[config.mk]
export PLATFORM = sky130hd
export DESIGN_NAME = word_2_byte_flat
export DESIGN_NICKNAME = d
export VERILOG_FILES = /design/src/rtl/word_2_byte_if.sv /design/src/rtl/word_2_byte.sv /design/src/flat_wrapper.sv
export SDC_FILE = /design/constraint.sdc
export NUM_CORES = 1
export LEC_CHECK = 0
export ABC_AREA = 1
export CORE_UTILIZATION = 47
export CTS_BUF_LIST = sky130_fd_sc_hd__clkbuf_4
export DETAILED_ROUTE_END_ITERATION = 10
export HOLD_SLACK_MARGIN = 0.05
export PLACE_DENSITY_LB_ADDON = 0.2
export SETUP_SLACK_MARGIN = 0.05
export SLEW_MARGIN = 40
export SYNTH_ARGS = -nofsm -noshare
export SYNTH_HDL_FRONTEND = slang
export SYNTH_SLANG_ARGS = --single-unit
export TNS_END_PERCENT = 10
[constraint.sdc]
create_clock -name clk -period 1.7 [get_ports clk]
set_input_delay 0.17 -clock clk [delete_from_list [all_inputs] [get_ports clk]]
set_output_delay 0.17 -clock clk [all_outputs]
set_load 0.02 [all_outputs]
[src/rtl/word_2_byte_if.sv]
// word_2_byte_if
// Groups the word-side and byte-side handshake signals of the word_2_byte
// serializer, together with the shared clock enable.
//   ce          : clock enable; state advances only when high
//   word_dv     : input word valid
//   word        : 16-bit input word
//   word_ready  : serializer can take a word this cycle
//   byte_dv     : byte_out holds a valid byte
//   byte_out    : current output byte
//   byte_ready  : byte sink accepts byte_out
//   overrun     : one-cycle pulse when an offered word was dropped
// Modports: master = word source / byte sink side, slave = the serializer.
interface word_2_byte_if;
    logic        ce;
    logic        word_dv;
    logic [15:0] word;
    logic        word_ready;
    logic        byte_dv;
    logic [7:0]  byte_out;
    logic        byte_ready;
    logic        overrun;

    modport master (
        output ce, word_dv, word, byte_ready,
        input  word_ready, byte_dv, byte_out, overrun
    );

    modport slave (
        input  ce, word_dv, word, byte_ready,
        output word_ready, byte_dv, byte_out, overrun
    );
endinterface

[src/rtl/word_2_byte.sv]
// word_2_byte
// Serializes one 16-bit word into two bytes on a valid/ready byte port.
// The first byte sent is the one the receive-side packer places in
// word[15:8] when MSB_FIRST=1; with MSB_FIRST=0 the low byte goes first.
// Ports:
//   clk : system clock, rising edge
//   rst : asynchronous, active-high reset
//   bus : word_2_byte_if.slave (ce, word/word_dv/word_ready,
//         byte_out/byte_dv/byte_ready, overrun)
// Optional build macro WORD_2_BYTE_BUF_EN adds a one-entry word buffer so
// a word offered mid-serialization is kept and sent back-to-back.
module word_2_byte #(
    parameter bit MSB_FIRST = 1'b1
) (
    input  logic          clk,
    input  logic          rst,
    word_2_byte_if.slave  bus
);

    typedef enum logic [1:0] {
        IDLE   = 2'd0,
        FIRST  = 2'd1,
        SECOND = 2'd2
    } state_t;

    state_t      state_q, state_d;
    logic [15:0] hold_q, hold_d;
    logic        overrun_q, overrun_d;
    logic        wordReady;
    logic [7:0]  firstByte;
    logic [7:0]  secondByte;

`ifdef WORD_2_BYTE_BUF_EN
    logic [15:0] buf_q, buf_d;
    logic        bufFull_q, bufFull_d;

    // Only a full buffer blocks the source; while IDLE the buffer is empty.
    assign wordReady = !bufFull_q;
`else
    assign wordReady = (state_q == IDLE);
`endif

    assign firstByte  = MSB_FIRST ? hold_q[15:8] : hold_q[7:0];
    assign secondByte = MSB_FIRST ? hold_q[7:0]  : hold_q[15:8];

    // All registers share one enable, so ce=0 freezes state, hold word,
    // buffer and the overrun pulse together.
    always_ff @(posedge clk or posedge rst) begin
        if (rst) begin
            state_q   <= IDLE;
            hold_q    <= 16'h0000;
            overrun_q <= 1'b0;
`ifdef WORD_2_BYTE_BUF_EN
            buf_q     <= 16'h0000;
            bufFull_q <= 1'b0;
`endif
        end else if (bus.ce) begin
            state_q   <= state_d;
            hold_q    <= hold_d;
            overrun_q <= overrun_d;
`ifdef WORD_2_BYTE_BUF_EN
            buf_q     <= buf_d;
            bufFull_q <= bufFull_d;
`endif
        end
    end

    // Next-state logic, evaluated as if ce=1; the register enable above
    // discards it on ce=0 cycles.
    always_comb begin
        state_d   = state_q;
        hold_d    = hold_q;
        overrun_d = bus.word_dv && !wordReady;
`ifdef WORD_2_BYTE_BUF_EN
        buf_d     = buf_q;
        bufFull_d = bufFull_q;
`endif
        case (state_q)
            IDLE: begin
                if (bus.word_dv) begin
                    hold_d  = bus.word;
                    state_d = FIRST;
                end
            end
            FIRST: begin
                if (bus.byte_ready) begin
                    state_d = SECOND;
                end
`ifdef WORD_2_BYTE_BUF_EN
                if (bus.word_dv && !bufFull_q) begin
                    buf_d     = bus.word;
                    bufFull_d = 1'b1;
                end
`endif
            end
            SECOND: begin
`ifdef WORD_2_BYTE_BUF_EN
                // On the last byte, a pending word (buffered or arriving
                // now) starts the next serialization without an idle cycle.
                if (bus.byte_ready) begin
                    if (bufFull_q) begin
                        hold_d    = buf_q;
                        bufFull_d = 1'b0;
                        state_d   = FIRST;
                    end else if (bus.word_dv) begin
                        hold_d  = bus.word;
                        state_d = FIRST;
                    end else begin
                        state_d = IDLE;
                    end
                end else if (bus.word_dv && !bufFull_q) begin
                    buf_d     = bus.word;
                    bufFull_d = 1'b1;
                end
`else
                if (bus.byte_ready) begin
                    state_d = IDLE;
                end
`endif
            end
            default: begin
                state_d = IDLE;
            end
        endcase
    end

    // Byte port outputs decode straight from the state register.
    always_comb begin
        bus.byte_out = 8'h00;
        case (state_q)
            FIRST:   bus.byte_out = firstByte;
            SECOND:  bus.byte_out = secondByte;
            default: bus.byte_out = 8'h00;
        endcase
    end

    assign bus.word_ready = wordReady;
    assign bus.byte_dv    = (state_q != IDLE);
    assign bus.overrun    = overrun_q;

endmodule

[src/flat_wrapper.sv]
// flat-port wrapper written by rule: the top's interface ports become plain ports
module word_2_byte_flat 
#(
    parameter bit MSB_FIRST = 1'b1
)
  (clk, rst, bus_ce, bus_word_dv, bus_word, bus_byte_ready, bus_word_ready, bus_byte_dv, bus_byte_out, bus_overrun);
  word_2_byte_if bus_i ();
  input  logic clk;
  input  logic rst;
  input wire logic [$bits(bus_i.ce)-1:0] bus_ce;
  input wire logic [$bits(bus_i.word_dv)-1:0] bus_word_dv;
  input wire logic [$bits(bus_i.word)-1:0] bus_word;
  input wire logic [$bits(bus_i.byte_ready)-1:0] bus_byte_ready;
  output wire logic [$bits(bus_i.word_ready)-1:0] bus_word_ready;
  output wire logic [$bits(bus_i.byte_dv)-1:0] bus_byte_dv;
  output wire logic [$bits(bus_i.byte_out)-1:0] bus_byte_out;
  output wire logic [$bits(bus_i.overrun)-1:0] bus_overrun;
  assign bus_i.ce = bus_ce;
  assign bus_i.word_dv = bus_word_dv;
  assign bus_i.word = bus_word;
  assign bus_i.byte_ready = bus_byte_ready;
  assign bus_word_ready = bus_i.word_ready;
  assign bus_byte_dv = bus_i.byte_dv;
  assign bus_byte_out = bus_i.byte_out;
  assign bus_overrun = bus_i.overrun;
  word_2_byte #(.MSB_FIRST(MSB_FIRST)) u_core (.clk(clk), .rst(rst), .bus(bus_i));
endmodule
==> results of run 1 <==
==> layout make-up <==
| type | instances | area, um^2 | share of cell area [%] |
|---|---|---|---|
| sequential | 19 | 476.7 | 34.23 |
| multi-input combinational | 73 | 437.9 | 31.45 |
| timing repair buffer | 37 | 325.3 | 23.36 |
| inverter | 23 | 88.84 | 6.379 |
| tap | 27 | 33.78 | 2.426 |
| clock buffer | 4 | 30.03 | 2.156 |
==> registers in the layout (all words and copies together), names as in the netlist <==
| name | count |
|---|---|
| u_core.hold_q | 16 |
| u_core.state_q | 2 |
| u_core.bus.overrun | 1 |
==> critical path, stage by stage (launching register included) <==
cell and delay, ns:
sky130_fd_sc_hd__dfrtp_2 0.41, sky130_fd_sc_hd__inv_2 0.07, sky130_fd_sc_hd__ha_2 0.34, sky130_fd_sc_hd__inv_4 0.06, sky130_fd_sc_hd__a21oi_1 0.12, sky130_fd_sc_hd__buf_2 0.18
==> where the power goes <==
| group | leakage, nW | internal (mW) | switching (mW) |
|---|---|---|---|
| Combinational | 0.446 | 0.520 | 0.680 |
| Sequential | 0.236 | 0.677 | 0.132 |
| Clock | 0.0184 | 0.107 | 0.137 |
==> final timing paths <==
check                                   start            endpoint  slack, ns  cells after the start
max in group asynchronous                 rst   u_core.state_q[0]       1.29                      3
setup / recovery            u_core.state_q[0]     bus_byte_out[0]       0.06                      5
hold / removal                            rst    u_core.hold_q[7]       0.19                      3
min in group clk                 bus_word[14]   u_core.hold_q[14]       0.41                      3
setup reg to reg            u_core.state_q[0]    u_core.hold_q[9]       0.32                      6
hold reg to reg            u_core.bus.overrun  u_core.bus.overrun       0.49                      2
==> cell families (layout without fill, tap and decap cells) <==
logic type	after synthesis	after routing	synth area share, %
AO/OA/AOI/OAI	27	27	17.99
AND/OR/NAND/NOR	41	41	16.13
adder cells (fa/ha/maj)	5	5	6.203
buffers and inverters	28	64	12.53
flip-flops	19	19	47.15
==> cell usage in the layout (no fill, tap or decap) <==
cell type and count:
sky130_fd_sc_hd__a21oi_1 8, sky130_fd_sc_hd__a21oi_2 1, sky130_fd_sc_hd__buf_2 2, sky130_fd_sc_hd__buf_4 11, sky130_fd_sc_hd__clkbuf_2 1, sky130_fd_sc_hd__clkbuf_4 4, sky130_fd_sc_hd__clkdlybuf4s50_1 21, sky130_fd_sc_hd__dfrtp_1 18
sky130_fd_sc_hd__dfrtp_2 1, sky130_fd_sc_hd__dlygate4sd2_1 2, sky130_fd_sc_hd__ha_1 2, sky130_fd_sc_hd__ha_2 1, sky130_fd_sc_hd__ha_4 2, sky130_fd_sc_hd__inv_1 20, sky130_fd_sc_hd__inv_2 2, sky130_fd_sc_hd__inv_4 1
sky130_fd_sc_hd__nand2_1 38, sky130_fd_sc_hd__nand3_1 2, sky130_fd_sc_hd__nand3_2 1, sky130_fd_sc_hd__o21ai_1 6, sky130_fd_sc_hd__o21ai_2 10, sky130_fd_sc_hd__o21bai_2 1, sky130_fd_sc_hd__o31ai_1 1
==> routing by layer <==
metal  part of all wire [%]  track usage [%]
met1                     46            22.95
met2                     49            31.92
met3                    4.6            4.088
met4                      0            4.412
met5                      0                0
==> per-stage QoR <==
| step | instance area [um^2] | hold WS, ns | power, mW | std cells |
|---|---|---|---|---|
| final | 1393 | 0.1853 | 2.253 | 183 |
| after global placement | 1350 | 0.4655 | 1.940 | 178 |
| after detailed placement | 1350 | 0.4677 | 1.969 | 178 |
| after CTS | 1381 | 0.1977 | 2.182 | 182 |
| after global routing | 1393 | 0.1984 | 2.427 | 183 |
| after floorplan | 1008 | 0.1211 | 1.536 | 120 |
==> what timing repair did <==
action                                  in CTS  in global routing
endpoints found under the setup margin      10                 10
buffers inserted                             0                  1
resized for setup                           19                 30
==> Yosys cell counts <==
cell / count
sky130_fd_sc_hd__nand2_1: 38
sky130_fd_sc_hd__inv_1: 23
sky130_fd_sc_hd__dfrtp_1: 19
sky130_fd_sc_hd__o21ai_2: 10
sky130_fd_sc_hd__a21oi_1: 9
sky130_fd_sc_hd__o21ai_1: 6
sky130_fd_sc_hd__ha_1: 5
sky130_fd_sc_hd__buf_2: 2
sky130_fd_sc_hd__buf_6: 2
sky130_fd_sc_hd__nand3_1: 2
sky130_fd_sc_hd__buf_4: 1
sky130_fd_sc_hd__nand3_2: 1
sky130_fd_sc_hd__o21bai_2: 1
sky130_fd_sc_hd__o31ai_1: 1
==> flow_metrics.tcl, run 1 <==
set metrics [dict create \
    status "complete, no violations" \
    worstHoldPathType "primary input to asynchronous set/reset pin" \
    lkg_pwr_nw 0.7000 \
    postSynthCellCount 120 \
    grt_max_degree 33 \
    post-synth-top-area-cell "sky130_fd_sc_hd__dfrtp_1" \
    wl_per_cell_um 10.83 \
    core_region_area_um2 1982 \
    setup_total_negative_slack_ns 0 \
    tightestPinTransition_ns 0.3599 \
    start_util_pct 50.88 \
    worst_path_required_ns 1.53 \
    via_count_of_the_first_global_routing_pass 781 \
    skew_ns 0.004864 \
    yosys_warnings 0 \
    ctsLongestPathBuffers 2 \
    drt_pre_antenna_iters 4 \
    maxCapViolations 0 \
    final_worst_setup_slack_ns 0.05960 \
    report.final.slew_viol_count 0 \
    final.fill_count 164 \
    share_of_final_layout_standard_cells_stronger_than_drive_strength_1_pct 24.36 \
    synth.top_cell.area_share_pct 47.15 \
    floorplan.io_pins 32 \
    chipHeight_um 48.32 \
    place_congestion 0.7614 \
    endpoint_kind "primary output" \
    layout.nets 183 \
    postRouteAntennaNets 0 \
    period_needed_ns 1.640 \
    routed_via_density 4.536 \
    setup.worst_path.class "register to primary output" \
    floorplan.die.width_um 48.32 \
    timing_hold_violations_final 0 \
    die-area_um2 2335 \
    max_clock_freq_mhz 609.6 \
    area_growth_syn_to_layout_pct 38.09 \
    power.density_nw_per_um2 1618 \
    via_count 830 \
    tritoncts "yes" \
    postSynthAreaPerCell_um2 8.404 \
    quantity_of_hold_fixing_buffers_added_after_cts 0 \
    worstPathArrival_ns 1.47 \
    grt_antenna_before_repair 0 \
    critPathLaunchType "register" \
    residual_overflow_from_global_routing 0 \
    drt_first_iter_violations 10 \
    timing.final.setup_violations 0 \
    cts_made_buffers 3 \
    routed_wirelength_um 1982 \
    clock_insertion_delay_worst_skew_ns 0.29 \
    clk_pin_slew_ns 0.11 \
    finalCoreUtilization_pct 70.27 \
    placement.setup.worst_slack_ns -0.2196 \
    std_cell_rows 16 \
    worst_ir_drop_on_vdd_uv 941.3 \
    clkSinkCount 19 \
    cts_root_buffer "sky130_fd_sc_hd__clkbuf_4" \
    route.detailed.drc 0 \
    count_of_different_cell_masters_after_synthesis 14 \
    maximum_fanout_along_the_worst_path 8 \
    htree_levels 1 \
    buffer_ports.inserted 31 \
    half_perimeter_wire_length_of_the_detailed_placement_result_um 1393 \
    grt_pass1_wl_um 3277 \
    yosys-top-cells-area "sky130_fd_sc_hd__dfrtp_1, sky130_fd_sc_hd__nand2_1, sky130_fd_sc_hd__o21ai_2, sky130_fd_sc_hd__inv_1, sky130_fd_sc_hd__ha_1" \
    unrepaired_setup_endpoints_after_global_routing "true" \
    grt_usage_pct 18.27 \
    synth_seq_area_share_pct 47.15 \
    postSynthRegisterBits 19 \
    finalCritPeriodShare_pct 96.49 \
    synth.cell_area_um2 1008 \
    synthesis.nets 146 \
    antennaDiodeCount 0 \
    maxSlewHeadroom_pct 76.01 \
]
(Power assumes the default switching activity.)
==> run 2, diff against run 1 <==
- ABC_CLOCK_PERIOD_IN_PS: default -> 1700
==> results of run 2 <==
Final layout, timing and power as in run 1 (identical DEF).
==> variant (flow settings as in run 2) <==
Add a define of `WORD_2_BYTE_BUF_EN`.
--- a/src/rtl/word_2_byte.sv
+++ b/src/rtl/word_2_byte.sv
@@ -11,2 +11,4 @@
 // a word offered mid-serialization is kept and sent back-to-back.
+`define WORD_2_BYTE_BUF_EN
+
 module word_2_byte #(
Function: changed (Yosys sat finds a counterexample within 4 cycles, from zero or initial values and one cycle with rst high).
==> variant against run 2 <==
The flow now finishes with violations (negative setup slack); sequential power up 82%; worst setup slack got worse by 120 ps; power is 99% higher; routed wire length grew to 3.1 times the old value; final area grew 110%; via count up 140%; core utilization decreased by 0.58 points; die area rose by 100%; sequential cell count up 17; non-clock buffer count grew 20; synthesized area rose by 110%; largest cell class is now multi-input gates; synthesized cell count rose by 130%.
==> variant: results (changes against run 2) <==
- Pre-CTS worst setup slack: -197 ps (was -220 ps)
- H-tree levels: 2 (was 1)
- Status: complete, but fails checks (was finished, final reports clean)
- Top cells by count, synth: nand2_1 (126), nand3_1 (50), dfrtp_1 (36) (was nand2_1 (38), inv_1 (23), dfrtp_1 (19))
- Largest net degree at the start of global routing: 37 (was 33)
- Setup Viol. Count Final: 22 (was 0)
- Ys async rst share: 1.00 (unchanged)
- Share of cells above drive strength 1: 0.287 (was 0.244)
- Met1 Use GR: 0.335 (was 0.230)
- Sequential area share after synthesis: 0.431 (was 0.471)
- Worst VDD drop: 750 uV (was 941 uV)
- Setup_tns: -397 ps (was 0 ps)
- WP data arrival: 1590 ps (was 1470 ps)
- WL per Instance: 15.9 um (was 10.8 um)
- Fin nets: 358 (was 183)
- Net count after synthesis: 307 (was 146)
- Gpl congestion: 0.808 (was 0.761)
- R2r startpoint: u_core.state_q[1] (was u_core.state_q[0])
- Hpwl dp: 3.50 mm (was 1.39 mm)
- Critical-path top delay cell: dfrtp_1 (was dfrtp_2)
- Pre-antenna DRT Iters: 5 (was 4)
- Number of placed instances, taps included: 366 (was 178)
- Failing checks: negative setup slack
- Largest regs: u_core.buf_q x16, u_core.hold_q x16, u_core.state_q x2
- Met2 Use GR: 0.413 (was 0.319)
- First-pass GRT wire length: 8.84 mm (was 3.28 mm)
- Clk_lat worst skew: 350 ps (was 290 ps)
- Via count: 2,011 (was 830)
- Crit path max fanout: 7 (was 8)
- Clk slew on worst S/H paths: 110 ps (about the same)
- CP Capture Point: bus_byte_out[7] (was bus_byte_out[0])
- R2r endpoint: u_core.hold_q[13] (was u_core.hold_q[9])
- R2R depth: 10 (was 6)
- Leakage power: 0.00144 uW (was 0.000700 uW)
- GRT met3 Usage: 0.0724 (was 0.0409)
- Crit-path max cell delay: 440 ps (was 410 ps)
- Port bufs: 31 (unchanged)
- Least-Margin Pin Slew: 481 ps (was 360 ps)
- Antenna diodes: 0 (unchanged)
- Final WS setup: -56.5 ps (was 59.6 ps)
- Xor/xnor cell area share of the yosys netlist: 0 (unchanged)
- HP Class: input pin to asynchronous set/reset pin (unchanged)
- Vias in the first global route: 1,889 (was 781)
- Synth Area in Compound Gates: 0.0467 (was 0.180)
- FF-to-FF setup slack: -20 ps (was 320 ps)
- Yosys cell types: 17 (was 14)
- Clk_skew: 18.3 ps (was 4.86 ps)
- DRT iter0 DRCs: 154 (was 10)
- Post-Syn Area per Cell: 7.46 um2 (was 8.40 um2)
- Inserted Clock Buffers: 5 (was 3)
- Switch Pwr: 1980 uW (was 949 uW)
- Synth Area in Adders: 0.0359 (was 0.0620)
- Critical path's top delay family: flip-flops (unchanged)
- Non-Filler Instances: 381 (was 183)
- Top cells by area, synth: dfrtp_1 (43%), nand2_1 (23%), nand3_1 (12%) (was dfrtp_1 (47%), nand2_1 (14%), o21ai_2 (8.7%))
- Total GRT Usage: 0.263 (was 0.183)
variant: repair_timing:
item | CTS | global route
gates resized for setup | 59 | 40
buffers inserted | 5 | 1
gates cloned | 0 | 2
pin swaps | 4 | 11
setup endpoints to repair | 42 | 44
variant: routing by layer:
| metal | up-vias | wire length, um |
|---|---|---|
| met2 | 60 | 2970 |
| met5 | - | 0 |
| met4 | 0 | 161 |
| li1 | 992 | - |
| met1 | 947 | 2610 |
| met3 | 12 | 301 |
variant: worst min path at each step:
stage                                 from            endpoint  slack (ps)  cells after the start
after detailed placement   u_core.buf_q[9]     u_core.buf_q[9]         450                      2
after CTS                              rst    u_core.bufFull_q         230                      3
after global routing                   rst    u_core.hold_q[9]         290                      3
after global placement    u_core.buf_q[11]    u_core.buf_q[11]         450                      2
final                                  rst     u_core.buf_q[9]         220                      3
after floorplan                     bus_ce  u_core.bus.overrun         310                      2
variant: kinds of logic after synthesis:
logic type,count (synthesis)
fa+ha+maj,6
flops,36
buf+inv,24
simple gates,199
compound gates,15
variant: area by class of cell:
type,instances,area (um2)
fillers,344,1260
inverters,11,46.3
multi-input cells,220,1230
repair buffers,57,602
flip-flops and latches,36,901
well taps,50,62.6
clock inverters,2,7.51
clock buffers,5,37.5
variant: power by group through the flow:
stage | combinational (uW) | clock, uW | sequential [uW]
finish | 2570 | 447 | 1470
CTS | 2130 | 444 | 1440
detailed placement | 1930 | 0 | 1450
global route | 2810 | 484 | 1490
floorplan | 1260 | 0 | 1380
global placement | 1880 | 0 | 1450
variant: worst min-delay path, cell delays in order:
cell	delay, ps
clkdlybuf4s50_1	390
inv_1	50
buf_4	400
variant: metrics by stage:
step / cell area (um2) / util / hold WS, ps
2_1_floorplan: 2090 / - / 311
3_3_place_gp: 2530 / 0.612 / 447
3_5_place_dp: 2530 / 0.612 / 451
4_1_cts: 2670 / 0.644 / 234
5_1_grt: 2890 / 0.697 / 290
6_report: 2890 / 0.697 / 220
